**config.mk**
```make
export PLATFORM = sky130hd
export DESIGN_NAME = rns107_reverse_conv_flat
export DESIGN_NICKNAME = d
export VERILOG_FILES = /design/src/rtl/rns107_reverse_conv_if.sv /design/src/rtl/rns107_reverse_conv.sv /design/src/flat_wrapper.sv
export SDC_FILE = /design/constraint.sdc
export NUM_CORES = 1
export LEC_CHECK = 0
export BUFFER_PORTS_ARGS = -buffer_cell sky130_fd_sc_hd__buf_2
export CORE_MARGIN = 2
export CORE_UTILIZATION = 48
export DETAILED_ROUTE_END_ITERATION = 8
export GPL_TIMING_DRIVEN = 0
export MAX_ROUTING_LAYER = met4
export PLACE_DENSITY = 0.75
export SLEW_MARGIN = 20
export SYNTH_ARGS = -nofsm -noshare
export SYNTH_HDL_FRONTEND = slang
export SYNTH_SLANG_ARGS = --single-unit
```
**constraint.sdc**
```tcl
create_clock -name clk -period 4.8 [get_ports clk]
set_clock_uncertainty 0.05 [all_clocks]
set_input_delay 1.44 -clock clk [delete_from_list [all_inputs] [get_ports clk]]
set_output_delay 1.44 -clock clk [all_outputs]
set_load 0.01 [all_outputs]
```
**src/rtl/rns107_reverse_conv_if.sv**
```systemverilog
// Handshake bus for the (107,128) residue-to-binary converter: residue pair in, reconstructed value out.
interface rns107_reverse_conv_if;
    logic        in_valid;
    logic        in_ready;
    logic [6:0]  r107;
    logic [6:0]  r128;
    logic        out_valid;
    logic        out_ready;
    logic [13:0] x_out;
    logic        err;

    modport master (
        output in_valid, r107, r128, out_ready,
        input  in_ready, out_valid, x_out, err
    );

    modport slave (
        input  in_valid, r107, r128, out_ready,
        output in_ready, out_valid, x_out, err
    );
endinterface

```
**src/rtl/rns107_reverse_conv.sv**
```systemverilog
// Reverse converter for moduli {107, 128}: X = r128 + 128*k, k = ((r107 - r128) * 51) mod 107,
// with the multiply by 51 done serially in Horner form, one constant bit per MULT cycle.
module rns107_reverse_conv (
    input  logic                  clk,
    input  logic                  rst_n,
    rns107_reverse_conv_if.slave  bus
);
    typedef enum logic [1:0] {IDLE, DIFF, MULT, DONE} state_t;

    // 51 = 6'b110011, walked from bit 5 down to bit 0
    localparam logic [7:0] K51 = 8'b0011_0011;

    state_t      state_r, state_s;
    logic [6:0]  r107_r, r107_s;
    logic [6:0]  r128_r, r128_s;
    logic [6:0]  d_r, d_s;
    logic [6:0]  acc_r, acc_s;
    logic [2:0]  cnt_r, cnt_s;
    logic [13:0] x_out_r, x_out_s;
    logic        err_r, err_s;
    logic        in_ready_r;
    logic        out_valid_r;

    logic [6:0]  r128m_s;
    logic [6:0]  diff_s;
    logic [7:0]  dbl_raw_s;
    logic [6:0]  dbl_s;
    logic [7:0]  sum_raw_s;
    logic [6:0]  step_s;

    // Datapath arithmetic and next-state logic
    always_comb begin
        state_s = state_r;
        r107_s  = r107_r;
        r128_s  = r128_r;
        d_s     = d_r;
        acc_s   = acc_r;
        cnt_s   = cnt_r;
        x_out_s = x_out_r;
        err_s   = err_r;

        if (r128_r >= 7'd107) begin
            r128m_s = r128_r - 7'd107;
        end else begin
            r128m_s = r128_r;
        end

        // Negative branch wraps mod 128 but the true result lies in 1..106, so 7 bits suffice
        if (r107_r >= r128m_s) begin
            diff_s = r107_r - r128m_s;
        end else begin
            diff_s = r107_r + 7'd107 - r128m_s;
        end

        dbl_raw_s = {acc_r, 1'b0};
        if (dbl_raw_s >= 8'd107) begin
            dbl_s = 7'(dbl_raw_s - 8'd107);
        end else begin
            dbl_s = dbl_raw_s[6:0];
        end

        sum_raw_s = {1'b0, dbl_s} + {1'b0, d_r};
        if (K51[cnt_r] == 1'b1) begin
            if (sum_raw_s >= 8'd107) begin
                step_s = 7'(sum_raw_s - 8'd107);
            end else begin
                step_s = sum_raw_s[6:0];
            end
        end else begin
            step_s = dbl_s;
        end

        case (state_r)
            IDLE: begin
                if (bus.in_valid == 1'b1) begin
                    r107_s  = bus.r107;
                    r128_s  = bus.r128;
                    state_s = DIFF;
                end else begin
                    state_s = IDLE;
                end
            end
            DIFF: begin
                if (r107_r >= 7'd107) begin
                    err_s   = 1'b1;
                    x_out_s = 14'd0;
                    state_s = DONE;
                end else begin
                    d_s     = diff_s;
                    acc_s   = 7'd0;
                    cnt_s   = 3'd5;
                    state_s = MULT;
                end
            end
            MULT: begin
                acc_s = step_s;
                if (cnt_r == 3'd0) begin
                    x_out_s = {step_s, r128_r};
                    err_s   = 1'b0;
                    state_s = DONE;
                end else begin
                    cnt_s   = cnt_r - 3'd1;
                    state_s = MULT;
                end
            end
            DONE: begin
                if (bus.out_ready == 1'b1) begin
                    state_s = IDLE;
                end else begin
                    state_s = DONE;
                end
            end
            default: begin
                state_s = IDLE;
            end
        endcase
    end

    // State, datapath and registered handshake outputs
    always_ff @(posedge clk or negedge rst_n) begin
        if (!rst_n) begin
            state_r     <= IDLE;
            r107_r      <= 7'd0;
            r128_r      <= 7'd0;
            d_r         <= 7'd0;
            acc_r       <= 7'd0;
            cnt_r       <= 3'd0;
            x_out_r     <= 14'd0;
            err_r       <= 1'b0;
            in_ready_r  <= 1'b1;
            out_valid_r <= 1'b0;
        end else begin
            state_r     <= state_s;
            r107_r      <= r107_s;
            r128_r      <= r128_s;
            d_r         <= d_s;
            acc_r       <= acc_s;
            cnt_r       <= cnt_s;
            x_out_r     <= x_out_s;
            err_r       <= err_s;
            in_ready_r  <= (state_s == IDLE);
            out_valid_r <= (state_s == DONE);
        end
    end

    assign bus.in_ready  = in_ready_r;
    assign bus.out_valid = out_valid_r;
    assign bus.x_out     = x_out_r;
    assign bus.err       = err_r;
endmodule

```
**src/flat_wrapper.sv**
```systemverilog
// flat-port wrapper written by rule: the top's interface ports become plain ports
module rns107_reverse_conv_flat 
  (clk, rst_n, bus_in_valid, bus_r107, bus_r128, bus_out_ready, bus_in_ready, bus_out_valid, bus_x_out, bus_err);
  rns107_reverse_conv_if bus_i ();
  input  logic clk;
  input  logic rst_n;
  input wire logic [$bits(bus_i.in_valid)-1:0] bus_in_valid;
  input wire logic [$bits(bus_i.r107)-1:0] bus_r107;
  input wire logic [$bits(bus_i.r128)-1:0] bus_r128;
  input wire logic [$bits(bus_i.out_ready)-1:0] bus_out_ready;
  output wire logic [$bits(bus_i.in_ready)-1:0] bus_in_ready;
  output wire logic [$bits(bus_i.out_valid)-1:0] bus_out_valid;
  output wire logic [$bits(bus_i.x_out)-1:0] bus_x_out;
  output wire logic [$bits(bus_i.err)-1:0] bus_err;
  assign bus_i.in_valid = bus_in_valid;
  assign bus_i.r107 = bus_r107;
  assign bus_i.r128 = bus_r128;
  assign bus_i.out_ready = bus_out_ready;
  assign bus_in_ready = bus_i.in_ready;
  assign bus_out_valid = bus_i.out_valid;
  assign bus_x_out = bus_i.x_out;
  assign bus_err = bus_i.err;
  rns107_reverse_conv u_core (.clk(clk), .rst_n(rst_n), .bus(bus_i));
endmodule
```
==> flow_summary.yaml <==
outcome:
  status: "complete, no violations"
clocking:
  cts_hold_buf: 0
  cts_root_buf: "clkbuf_8"
  clock_path_buffers: 2
  numCtsBuffers: 5
  clock_latency_ps: 310
  cts_htree_levels: 2
  cts_sinks: 50
  tritoncts: "done"
  path_clk_slew_ps: 100
  ctsResizeCount: 0
  postCtsSetupRepairBufs: 0
floorplan:
  io_pins: 35
  dieWidth_um: 91.4
  fp.dieH_um: 91.4
  core_area_mm2: 0.00733
  placementRows: 31
  floorplan.initialDensity_pct: 50.0
  die_area_mm2: 0.00835
timing:
  tns_ps: 0
  maxSlewViolCount: 0
  setup_viol_count_final: 0
  post-route-period-util_pct: 84.3
  rsz0062_at_grt: "no"
  max-slew-margin-rel_pct: 53.2
  max_freq_mhz: 247
  worst_slew_pin_slew_ps: 695
  period_needed_ps: 4050
  hold_violations: 0
setup_path:
  crit_path_end_kind: "register"
  crit_family: "compound AO/OA/AOI/OAI gates"
  max_stage_delay_ps: 430
  path_cells: "ha_1 > o21a_1 > a21oi_1 > inv_1 > a31oi_1 > ha_1 > and3b_1 > a2111oi_2 > nand3_2 > or3_1 > a31oi_1 > a2111oi_1 > mux2_1"
  cp-start-kind: "register"
  crit_fanout: 9
  required_ps: 4950
  cp.arrival_ps: 4190
  worst-path-buf-inv: 1
  cpMaxStageDelayCell: "dfrtp_1"
  critPathKind: "reg -> reg"
final_layout:
  multi_input_area_mm2: 0.00222
  final_nets: 483
  areaGrowthSynthToFinish_pct: 10.4
  seqCellArea_mm2: 0.00125
  nFillCells: 658
  antenna_cells: 0
  layout-drive-gt1-share_pct: 19.7
routing:
  routedWlPerCell_um: 14.6
  drc_errors: 0
  detail_route.first_pass.iterations: 5
  dr.first_iter.drc_count: 116
  wirelength_mm: 7.65
  viasPerCell: 5.50
  vias: 2886
  ant_nets: 0
synth:
  syn_inst: 384
  syn_nets: 442
  synth.most_common_cell: "dfrtp_1"
  async_flop_share_pct: 100
  yosysTopAreaCellShare_pct: 33.4
  syn_avg_cell_area_um2: 9.55
  synthTopCellsByCount: "49 x dfrtp_1, 38 x nand2_1, 35 x ha_1, 34 x inv_1, 31 x o21ai_0"
  synth-seq-cells: 50
  ys_seq_area_share_pct: 34.2
  synth_top_area_cell: "dfrtp_1"
  ys_warn_count: 0
  syn_area_mm2: 0.00367
  synth_cell_type_count: 63
  synth_ff_type: "dfrtp_1"
  synth-edff-count: 0
  synth.area.top_cells: "dfrtp_1 33%, ha_1 12%, mux2_2 8.0%, o21ai_0 4.2%, nand2_1 3.9%"
global_route:
  grt_usage_pct: 20.0
  grt_overflow: 0
  grt_pass1_vias: 2878
  grt_pass1_wl_mm: 13.4
  grt_start_max_net_pins: 51
  antenna_found_initial: 0
place:
  gp_congestion: 0.893
  port-buffer-count: 34
  place_hpwl_mm: 6.04
hold_path:
  hold_path_class: "reg -> reg"
job:
  maxCapViolCount: 0
-- cells in the final DEF, fill, tap and decap left out, types with 6 or more instances in the layout --
master	synthesis	routed
a21o_1	7	7
a21oi_1	12	12
buf_2	0	33
clkbuf_1	6	7
clkbuf_8	1	6
dfrtp_1	49	49
ha_1	35	35
inv_1	34	34
mux2_2	26	26
mux2i_1	6	6
nand2_1	38	38
nor2_1	20	20
nor3_1	9	9
o21a_1	6	6
o21ai_0	31	31
xnor2_1	10	10
xor2_1	9	9
-- layer usage --
metal  part of all wire, %  vias to the layer above  global-route usage [%]
li1                      -                     1415                       -
met1                    46                     1397                    25.5
met2                    49                       66                    33.9
met3                   3.7                        8                    2.16
met4                   1.1                        0                    5.68
met5                     0                        -                       -
-- cell families (layout without fill, tap and decap cells) --
logic type               after synthesis  count (layout)  share of synthesized area [%]
AND/OR/NAND/NOR                      106             106                           14.4
AO/OA/AOI/OAI                         88              88                           16.3
flip-flops                            50              50                           34.2
buffers and inverters                 46              88                           5.29
adder cells (fa/ha/maj)               40              40                           14.7
multiplexers                          35              35                           10.5
XOR/XNOR                              19              19                           4.54
-- cell type report --
cell class                      count  share of cell area, %
Multi-Input combinational cell    288                   54.8
Timing Repair Buffer               34                   4.26
Clock inverter                      2                  0.340
Inverter                           35                   3.24
Clock buffer                        6                   1.79
Buffer                             11                   1.55
Sequential cell                    50                   30.9
Tap cell                           99                   3.06
-- per-stage QoR --
step           util, %  setup slack [ps]  cells  instance area [um^2]  hold slack [ps]
3_5_place_dp      54.0               793    517                  3960              419
6_report          55.2               755    525                  4050              445
4_1_cts           55.2               772    525                  4050              445
3_3_place_gp      54.0               860    517                  3960              413
5_1_grt           55.2               502    525                  4050              474
2_1_floorplan        -              1170    384                  3670              404
-- path summary, 6_finish.rpt --
check / from / end / slack, ps / depth (start not counted)
setup reg to reg: u_core.acc_r[1]$_DFFE_PN0P_ / u_core.bus.x_out[9]$_DFFE_PN0P_ / 750 / 13
setup / recovery: u_core.acc_r[1]$_DFFE_PN0P_ / u_core.bus.x_out[9]$_DFFE_PN0P_ / 750 / 13
min in group asynchronous: rst_n / u_core.state_r[1]$_DFF_PN0_ / 1080 / 1
hold reg to reg: u_core.bus.x_out[7]$_DFFE_PN0P_ / u_core.bus.x_out[7]$_DFFE_PN0P_ / 440 / 2
max in group asynchronous: rst_n / u_core.d_r[5]$_DFFE_PN0P_ / 3200 / 1
hold / removal: u_core.bus.x_out[7]$_DFFE_PN0P_ / u_core.bus.x_out[7]$_DFFE_PN0P_ / 440 / 2
-- worst min-delay path: cells and delay by family, from the launching register on --
kind | cells | cell delay, ps
AND/OR/NAND/NOR | 1 | 50
flip-flops | 1 | 360
AO/OA/AOI/OAI | 1 | 60
-- sequential cells by signal (all words and copies together) (netlist names) --
signal / count
u_core.bus.x_out: 14
u_core.acc_r: 7
u_core.d_r: 7
u_core.r107_r: 7
u_core.r128_r: 7
u_core.cnt_r: 3
u_core.state_r: 2
u_core.bus.err: 1
u_core.bus.in_ready: 1
u_core.bus.out_valid: 1
Power is not shown: default switching activity piles up to over one toggle a cycle in this logic, so the estimate is an artifact.
